$ cat src/rtl/instruction_fetch_unit_pkg.sv
// Shared definitions for the instruction fetch unit: FSM encoding and
// instruction-size constants.
package instruction_fetch_unit_pkg;

   // Fetch FSM: RUN = idle bus, WAIT = live request outstanding,
   // DROP = outstanding request whose response will be thrown away.
   typedef enum logic [1:0] {
      StRun  = 2'd0,
      StWait = 2'd1,
      StDrop = 2'd2
   } fetch_state_e;

   // Instructions are 4 bytes; fetch addresses are always word aligned.
   localparam int unsigned INSN_BYTES = 4;

endpackage

$ cat src/rtl/fetch_fifo.sv
// Prefetch FIFO holding {pc, instruction} pairs. The head is presented
// combinationally from storage; flush empties it in one cycle.
module fetch_fifo #(
   parameter int unsigned WIDTH = 64,
   parameter int unsigned DEPTH = 4,
   localparam int unsigned PTR_W = $clog2(DEPTH),
   localparam int unsigned CNT_W = PTR_W + 1
) (
   input  logic             clk,
   input  logic             rst_n,
   input  logic             push,
   input  logic [WIDTH-1:0] push_data,
   input  logic             pop,
   input  logic             flush,
   output logic [CNT_W-1:0] count,
   output logic [WIDTH-1:0] head
);

   logic [WIDTH-1:0] mem_q [DEPTH];
   logic [WIDTH-1:0] mem_d [DEPTH];
   logic [PTR_W-1:0] wr_ptr_q, wr_ptr_d;
   logic [PTR_W-1:0] rd_ptr_q, rd_ptr_d;
   logic [CNT_W-1:0] count_q, count_d;
   logic             push_ok, pop_ok;

   // Next-state for storage, pointers and occupancy; flush dominates.
   always_comb begin
      mem_d    = mem_q;
      wr_ptr_d = wr_ptr_q;
      rd_ptr_d = rd_ptr_q;
      count_d  = count_q;
      // Guard against overflow/underflow even if the caller misbehaves.
      push_ok  = push && (count_q < CNT_W'(DEPTH));
      pop_ok   = pop && (count_q != '0);
      if (flush) begin
         wr_ptr_d = '0;
         rd_ptr_d = '0;
         count_d  = '0;
      end else begin
         if (push_ok) begin
            mem_d[wr_ptr_q] = push_data;
            wr_ptr_d        = wr_ptr_q + 1'b1;
         end
         if (pop_ok) begin
            rd_ptr_d = rd_ptr_q + 1'b1;
         end
         count_d = count_q + CNT_W'(push_ok) - CNT_W'(pop_ok);
      end
   end

   // State registers; storage is cleared so the head reads zero after reset.
   always_ff @(posedge clk or negedge rst_n) begin
      if (!rst_n) begin
         for (int i = 0; i < int'(DEPTH); i++) begin
            mem_q[i] <= '0;
         end
         wr_ptr_q <= '0;
         rd_ptr_q <= '0;
         count_q  <= '0;
      end else begin
         mem_q    <= mem_d;
         wr_ptr_q <= wr_ptr_d;
         rd_ptr_q <= rd_ptr_d;
         count_q  <= count_d;
      end
   end

   assign count = count_q;
   assign head  = mem_q[rd_ptr_q];

endmodule

$ cat src/rtl/instruction_fetch_unit.sv
// Instruction fetch unit: PC sequencing, single-outstanding imem request
// handshake, prefetch buffering and redirect/flush handling.
module instruction_fetch_unit
   import instruction_fetch_unit_pkg::*;
#(
   parameter int unsigned     XLEN     = 32,
   parameter int unsigned     DEPTH    = 4,
   parameter logic [XLEN-1:0] RESET_PC = '0
) (
   input  logic            clk,
   input  logic            rst_n,
   output logic            imem_req,
   output logic [XLEN-1:0] imem_addr,
   input  logic            imem_gnt,
   input  logic            imem_rvalid,
   input  logic [XLEN-1:0] imem_rdata,
   output logic            inst_valid,
   output logic [XLEN-1:0] inst_pc,
   output logic [XLEN-1:0] inst_data,
   input  logic            inst_ready,
   input  logic            redirect_valid,
   input  logic [XLEN-1:0] redirect_pc,
   output logic            fetch_idle
);

   localparam int unsigned     CNT_W      = $clog2(DEPTH) + 1;
   localparam logic [XLEN-1:0] ALIGN_MASK = ~XLEN'(INSN_BYTES - 1);
   localparam logic [XLEN-1:0] PC_STEP    = XLEN'(INSN_BYTES);

   fetch_state_e    state_q, state_d;
   logic [XLEN-1:0] fetch_pc_q, fetch_pc_d;
   logic [XLEN-1:0] req_pc_q, req_pc_d;
   logic            req_q, req_d;

   logic             fifo_push, fifo_pop;
   logic [CNT_W-1:0] fifo_count, count_next;
   logic [2*XLEN-1:0] fifo_head;
   logic             granted;

   fetch_fifo #(
      .WIDTH (2 * XLEN),
      .DEPTH (DEPTH)
   ) u_fifo (
      .clk       (clk),
      .rst_n     (rst_n),
      .push      (fifo_push),
      .push_data ({req_pc_q, imem_rdata}),
      .pop       (fifo_pop),
      .flush     (redirect_valid),
      .count     (fifo_count),
      .head      (fifo_head)
   );

   // FSM next-state, PC sequencing and FIFO push/pop decisions.
   always_comb begin
      state_d    = state_q;
      fetch_pc_d = fetch_pc_q;
      req_pc_d   = req_pc_q;
      fifo_push  = 1'b0;
      // A flush overrides any pop in the same cycle.
      fifo_pop   = (fifo_count != '0) && inst_ready && !redirect_valid;
      // req_q is only ever high in RUN, so a grant implies RUN.
      granted    = req_q && imem_gnt;

      if (redirect_valid) begin
         fetch_pc_d = redirect_pc & ALIGN_MASK;
         unique case (state_q)
            StRun:   state_d = granted ? StDrop : StRun;
            // The response for the old stream either lands now (discarded,
            // bus free again) or is still coming and must be dropped.
            StWait:  state_d = imem_rvalid ? StRun : StDrop;
            StDrop:  state_d = imem_rvalid ? StRun : StDrop;
            default: state_d = StRun;
         endcase
      end else begin
         unique case (state_q)
            StRun: begin
               if (granted) begin
                  fetch_pc_d = fetch_pc_q + PC_STEP;
                  req_pc_d   = fetch_pc_q;
                  state_d    = StWait;
               end
            end
            StWait: begin
               if (imem_rvalid) begin
                  fifo_push = 1'b1;
                  state_d   = StRun;
               end
            end
            StDrop: begin
               if (imem_rvalid) begin
                  state_d = StRun;
               end
            end
            default: state_d = StRun;
         endcase
      end

      count_next = redirect_valid ? '0
                                  : fifo_count + CNT_W'(fifo_push) - CNT_W'(fifo_pop);
      // Request only from RUN and only with room left, so a granted fetch
      // always has a FIFO slot when its data returns.
      req_d = (state_d == StRun) && (count_next < CNT_W'(DEPTH));
   end

   // FSM, PC and registered request state.
   always_ff @(posedge clk or negedge rst_n) begin
      if (!rst_n) begin
         state_q    <= StRun;
         fetch_pc_q <= RESET_PC;
         req_pc_q   <= '0;
         req_q      <= 1'b0;
      end else begin
         state_q    <= state_d;
         fetch_pc_q <= fetch_pc_d;
         req_pc_q   <= req_pc_d;
         req_q      <= req_d;
      end
   end

   assign imem_req   = req_q;
   assign imem_addr  = fetch_pc_q;
   assign inst_valid = (fifo_count != '0);
   assign inst_pc    = fifo_head[2*XLEN-1:XLEN];
   assign inst_data  = fifo_head[XLEN-1:0];
   assign fetch_idle = (state_q == StRun) && (fifo_count == '0) && !req_q;

`ifndef SYNTHESIS
   // Until the first post-reset grant, a stray rvalid may belong to a
   // request issued before reset, so only flag it once armed.
   logic armed_q;

   // Arm the protocol check on the first grant after reset.
   always_ff @(posedge clk or negedge rst_n) begin
      if (!rst_n) begin
         armed_q <= 1'b0;
      end else if (req_q && imem_gnt) begin
         armed_q <= 1'b1;
      end
   end

   // rvalid with nothing outstanding is a memory protocol violation.
   always_ff @(posedge clk) begin
      if (rst_n && armed_q) begin
         assert (!(imem_rvalid && (state_q == StRun)))
         else $error("imem_rvalid with no outstanding request");
      end
   end
`endif

endmodule

$ cat config.mk
export PLATFORM = sky130hd
export DESIGN_NAME = instruction_fetch_unit
export DESIGN_NICKNAME = d
export VERILOG_FILES = /design/src/rtl/instruction_fetch_unit_pkg.sv /design/src/rtl/fetch_fifo.sv /design/src/rtl/instruction_fetch_unit.sv
export SDC_FILE = /design/constraint.sdc
export NUM_CORES = 1
export LEC_CHECK = 0
export ABC_CLOCK_PERIOD_IN_PS = 2300
export CORE_MARGIN = 2
export CORE_UTILIZATION = 45
export CTS_CLUSTER_DIAMETER = 200
export DETAILED_ROUTE_END_ITERATION = 12
export PLACE_DENSITY = 0.67
export SLEW_MARGIN = 15
export SYNTH_ARGS = -nofsm -noshare
export SYNTH_HDL_FRONTEND = slang
export SYNTH_SLANG_ARGS = --single-unit
$ cat constraint.sdc
create_clock -name clk -period 2.3 [get_ports clk]
set_input_delay 0.46 -clock clk [delete_from_list [all_inputs] [get_ports clk]]
set_output_delay 0.46 -clock clk [all_outputs]
set_load 0.005 [all_outputs]
After elaboration in Yosys (flattened, before gate mapping)
Index checks and enable logic that the tools add are counted.

operators by class
  $add $sub $neg = 7
  magnitude comparators = 5
  equality and inequality tests = 2
  mux-type cells = 25
  bitwise operators = 3
  reductions and logical operators = 23

operator list
  cell                                                                          number
  256-bit bitwise mux                                                           1
  64-bit two-way mux                                                            3
  64-bit binary-select mux with 2-bit select                                    1
  64-bit demux with 2-bit select                                                1
  32-bit two-way mux                                                            3
  32-bit by 3-bit adder with 32-bit output, second input constant               1
  2-bit two-way mux                                                             9
  1-bit logical AND                                                             9
  2-bit one-hot mux with 2 select lines                                         2
  2-bit nonzero test                                                            4
  3-bit by 1-bit adder with 3-bit output                                        2
  3-bit >= comparator, second input constant                                    2
  3-bit less-than comparator, second input constant                             2
  3-bit two-way mux                                                             2
  2-bit NOT with 3-bit output                                                   2
  3-bit by 1-bit subtractor with 3-bit output                                   2
  2-bit by 1-bit adder with 2-bit output, second input constant                 2
  2-bit logical NOT                                                             2
  2-bit AND reduction                                                           2
  3-bit logical NOT                                                             1
  3-bit by 1-bit less-than comparator with 1-bit output, second input constant  1
  1-bit two-way mux                                                             3
  3-bit AND reduction                                                           1
  3-bit nonzero test                                                            1
  other kinds (5)                                                               6

storage, ports and cells
  flip-flop bits (word level) = 330
  output and inout bits = 99
  word-level logic and storage cells = 76

Depth between registers and ports, before layout
  depth in word-level cells = 8
  gate-level depth with buffers = 10
  mapped depth without buffers = 10

Cells and area by module
Synthesis repeated with hierarchy kept, for this count alone.

second synthesis, totals
  cells, all modules = 971
  area, all modules = 15676.3 µm²

by module, submodules not included
  module                  instances  cells each  area an instance (µm²)
  fetch_fifo              1          658         12478.2
  instruction_fetch_unit  1          313         3198.1

Worst setup path before layout
No wires, ideal clock.

  path kind = input to register
  from = input port redirect_valid
  to = register u_fifo.count_q[2], in the netlist u_fifo.count[2]
  arrival time = 2.097 ns
  required time = 2.168 ns
  slack = 0.072 ns
  stages on the path = 10
  buffers on the path = 2
  cell sequence = clkbuf_1 > clkbuf_1 > nor2_1 > ha_1 > inv_1 > ha_1 > inv_1 > fa_1 > xnor2_1 > nor2_1

between the ends
  longest elaborated chain between the ends = 5
  elaborated cells on any way between the ends = 8

ends and longest elaborated chain
  what                                                                         RTL line                                                    source
  start, declared                                                              instruction_fetch_unit.sv:21                                input logic redirect_valid,
  1-bit two-way mux or 1-bit logical NOT (tied branches)                       instruction_fetch_unit.sv:65, instruction_fetch_unit.sv:61
  1-bit logical AND, on equally long branches                                  fetch_fifo.sv:33, instruction_fetch_unit.sv:61
  3-bit by 1-bit adder with 3-bit output or 1-bit logical AND (tied branches)  fetch_fifo.sv:47, fetch_fifo.sv:34
  3-bit by 1-bit subtractor with 3-bit output                                  fetch_fifo.sv:47                                            count_d = count_q + CNT_W'(push_ok) - CNT_W'(pop_ok);
  3-bit two-way mux (*)                                                        fetch_fifo.sv:35                                            if (flush) begin
  named net u_fifo.count_d[2]                                                  fetch_fifo.sv:23                                            logic [CNT_W-1:0] count_q, count_d;
  end signal, assigned                                                         fetch_fifo.sv:64                                            count_q <= count_d;
  end, declared                                                                fetch_fifo.sv:23

Mark *: on every way through the listed nets, which the timed path passes. The rest lies on a longest branch.
A chain may end at the register's enable or synchronous reset.

Worst setup path in the final report
  from = register u_fifo.rd_ptr_q[0]
  to = output port inst_pc[17]

between the ends
  longest elaborated chain between the ends = 4

ends and longest elaborated chain
  what                                                   RTL line                      source
  start, declared                                        fetch_fifo.sv:22              logic [PTR_W-1:0] rd_ptr_q, rd_ptr_d;
  start signal, assigned                                 fetch_fifo.sv:63              rd_ptr_q <= rd_ptr_d;
  2-bit NOT with 3-bit output (not written as such)      fetch_fifo.sv:69              assign head = mem_q[rd_ptr_q];
  64-bit binary-select mux with 2-bit select             fetch_fifo.sv:69
  64-bit two-way mux (not written as such) (2 in a row)  fetch_fifo.sv:69
  end, declared                                          instruction_fetch_unit.sv:18  output logic [XLEN-1:0] inst_pc,

No other way between the ends. The select of a mux whose other input is x is not followed.

==> key figures <==
Hold path
  • Hold Path Class: in2async

STA
  • Worst setup margin: -171 ps
  • Final-report hold violation count: 0
  • Final max-slew violation count: 0
  • Tcrit/Tclk final: 107%
  • Fin Hold WS: 410 ps
  • Skew final: 15.2 ps
  • Fmax: 0.405 GHz
  • RSZ-0062 raised after global routing: true
  • Tmin final: 2470 ps
  • Setup_tns: -4250 ps
  • Setup violators final: 60

Worst setup path
  • CP arrival: 2010 ps
  • CP top delay family: buffers and inverters
  • R2R cell count: 10
  • Cell depth of the worst setup path: 5
  • CP Cell Sequence: buf_12 -> buf_16 -> buf_6 -> mux4_2 -> buf_2
  • CP Buf/Inv Count: 4
  • Crit Path Category: reg2out
  • Max incr delay on CP: 500 ps
  • Crit path max fanout: 6
  • Startpoint types: flop
  • Worst EP required: 1840 ps
  • Endpoint type of the worst setup path: primary output
  • Worst path slowest cell: dfrtp_4

GRT
  • GRT Total Usage: 20.2%
  • First-pass GRT wire length: 52.8 mm
  • GRT overflow: 0
  • GR Util met3: 4.17%
  • M1 GR Usage: 29.4%
  • Global route hottest layer: met2
  • Antenna violations before repair: 3
  • Largest net degree at the start of global routing: 85
  • Met2 Usage GRT: 31.8%
  • Number of global-route vias before repair: 9319

Layout
  • Multi-input logic area: 5980 µm²
  • Final net count: 1253
  • # fillers: 2507
  • Register area: 7960 µm²
  • Final non-filler cell total: 1602
  • Leading cell type in the layout, fill and taps excluded: dfrtp_1
  • Most frequent cells in the layout: 316 x dfrtp_1, 276 x mux2_2, 97 x clkdlybuf4s50_1, 62 x mux4_2, 49 x buf_2
  • Share of cells above drive strength 1: 47.0%
  • Synth-to-layout area growth: 27.4%

Power
  • P_int: 13.3 mW
  • Max VDD drop: 0.000715 V
  • Leakage power: 8.59 nW
  • Flop pwr share: 40.3%
  • Clock Power Share: 31.7%
  • Psw: 4.98 mW
  • Net Sw Frac: 27.3%
  • Gate power share: 28.0%
  • Power Density: 1010 nW/µm²

Die
  • Die height: 182 µm
  • Initial Utilization: 45.4%
  • Core ar.: 31300 µm²
  • Die ar.: 33000 µm²
  • Io pins: 169
  • Cell Rows: 65
  • Die width: 182 µm

Clock tree
  • Clock root cell: clkbuf_16
  • Clk slew on worst S/H paths: 60 ps
  • Clock Latency Late Sink: 510 ps
  • Clk sinks: 318
  • Cts bufs inserted: 37
  • TritonCTS clock tree: yes
  • CTS H-tree lvls: 2
  • Clk buf depth: 3

Route
  • 1st-iter DRT viols: 429
  • Vias/cell: 5.52
  • Post-Route WL: 32.5 mm
  • Wirelength per Cell: 20.3 µm
  • Via count: 8846
  • First-pass iteration count of the detailed router: 5
  • DRC: 0
  • Post-route ant nets: 0

Flow run
  • Maxcap violations: 0

Synth
  • Seq/Total Area, Yosys: 55.9%
  • Yosys warning count: 0
  • Seq cells post-synth: 318
  • Synth Instances: 946
  • Post-Syn Area per Cell: 15.0 µm²
  • Synth Flop Type: dfrtp_1
  • Post-synth EDFFs: 0
  • Synth top area cells: dfrtp_1 56%, mux2_2 22%, mux4_2 9.8%
  • Synth unique cells: 45
  • Largest area contributor in the netlist: dfrtp_1
  • Post-Syn Area: 14200 µm²
  • Synth top area share: 55.9%
  • Async SR Flop Fraction: 100%

Outcome
  • Failing checks: setup timing
  • Status: finished, violations left

Placed design
  • Hpwl dp: 20.8 mm
  • Port Buffers: 162
  • Placed cell count: 1512
  • Gpl congestion: 0.778
[flip-flops by register name, indices dropped and copies added (netlist names)]
| signal | count |
|---|---|
| imem_addr | 30 |
| imem_req | 1 |
| u_fifo.count | 3 |
| u_fifo.mem_q | 248 |
| req_pc_q | 30 |
| state_q | 2 |
| u_fifo.wr_ptr_q | 2 |
| u_fifo.rd_ptr_q | 2 |
[per-layer routing]
| layer | vias up | wire (µm) |
|---|---|---|
| met1 | 4614 | 14900 |
| met4 | 0 | 460 |
| met5 | - | 0 |
| met3 | 42 | 1820 |
| met2 | 219 | 15300 |
| li1 | 3971 | - |
[synth_stat cells, types with 4 or more instances]
| cell type | n |
|---|---|
| dfrtp_1 | 318 |
| mux2_2 | 276 |
| mux4_2 | 62 |
| buf_2 | 35 |
| nand2_1 | 33 |
| nor2_1 | 23 |
| o21ai_0 | 23 |
| a31oi_1 | 15 |
| clkbuf_1 | 14 |
| inv_1 | 14 |
| nand3_1 | 13 |
| ha_1 | 12 |
| nand4_1 | 11 |
| buf_4 | 9 |
| o31ai_1 | 9 |
| or4_1 | 9 |
| xor2_1 | 9 |
| and3_1 | 7 |
| or3_1 | 7 |
| xnor2_1 | 7 |
| and2_1 | 4 |
[stage by stage]
step | instance area, µm² | util [%] | setup slack (ps) | total power [mW]
after floorplan | 14200 | - | 71.7 | 9.84
after global placement | 16800 | 53.6 | -153 | 12.4
after detailed placement | 16800 | 53.6 | -176 | 12.5
after CTS | 18100 | 58.0 | -217 | 18.5
after global routing | 18100 | 57.9 | -229 | 19.2
final | 18100 | 57.9 | -171 | 18.2
[area by class of cell]
| cell class | instances | area share (%) |
|---|---|---|
| flip-flops and latches | 318 | 43.9 |
| multi-input cells | 557 | 33.0 |
| repair buffers | 242 | 13.2 |
| clock buffers | 56 | 6.24 |
| well taps | 402 | 2.78 |
| clock inverters | 11 | 0.525 |
| inverters | 14 | 0.290 |
| diodes | 2 | 0.0276 |
[path summary, 6_finish.rpt]
check,start,endpoint,slack [ps]
min in group clk,u_fifo.mem_q[4],u_fifo.mem_q[4],500
setup / recovery,u_fifo.rd_ptr_q[0],inst_pc[17],-170
hold reg to reg,u_fifo.mem_q[4],u_fifo.mem_q[4],500
hold / removal,rst_n,u_fifo.mem_q[10],410
setup reg to reg,u_fifo.count[0],u_fifo.count[1],70
max in group asynchronous,rst_n,u_fifo.mem_q[187],1150
[power groups by stage]
stage               Clock (mW)  Combinational, mW  Sequential, mW
finish                    5.78               5.11            7.35
global route              6.19               5.54            7.50
detailed placement           0               5.05            7.44
CTS                       5.92               5.26            7.35
global placement             0               4.98            7.41
floorplan                    0               2.67            7.16
[worst register-to-register path, cell delays in order, from the launching register on]
cell and delay (ps):
dfrtp_1 380, or3_4 400, buf_4 160, nand2_4 70, nor2_1 40, ha_1 260, inv_1 60, ha_1 130
inv_1 50, fa_2 510, nor2_1 40
[kinds of logic (layout without fill, tap and decap cells)]
group / count (synthesis) / count (layout) / share of synthesized area [%]
AO/OA/AOI/OAI: 57 / 57 / 2.52
other: 1 / 6 / 0.0264
AND/OR/NAND/NOR: 128 / 128 / 5.09
buffers and inverters: 74 / 323 / 2.50
flip-flops: 318 / 318 / 55.9
adder cells (fa/ha/maj): 13 / 13 / 1.20
multiplexers: 339 / 339 / 31.7
XOR/XNOR: 16 / 16 / 0.985
[what timing repair did]
item	4_1_cts	5_1_grt
setup endpoints to repair	64	64
hold buffers	1	0
gates cloned	5	0
buffers inserted	18	0
hold endpoints to repair	23	0
resized for setup	282	10
pin swaps	2	3
No activity file was read; power rests on OpenSTA's default activity.
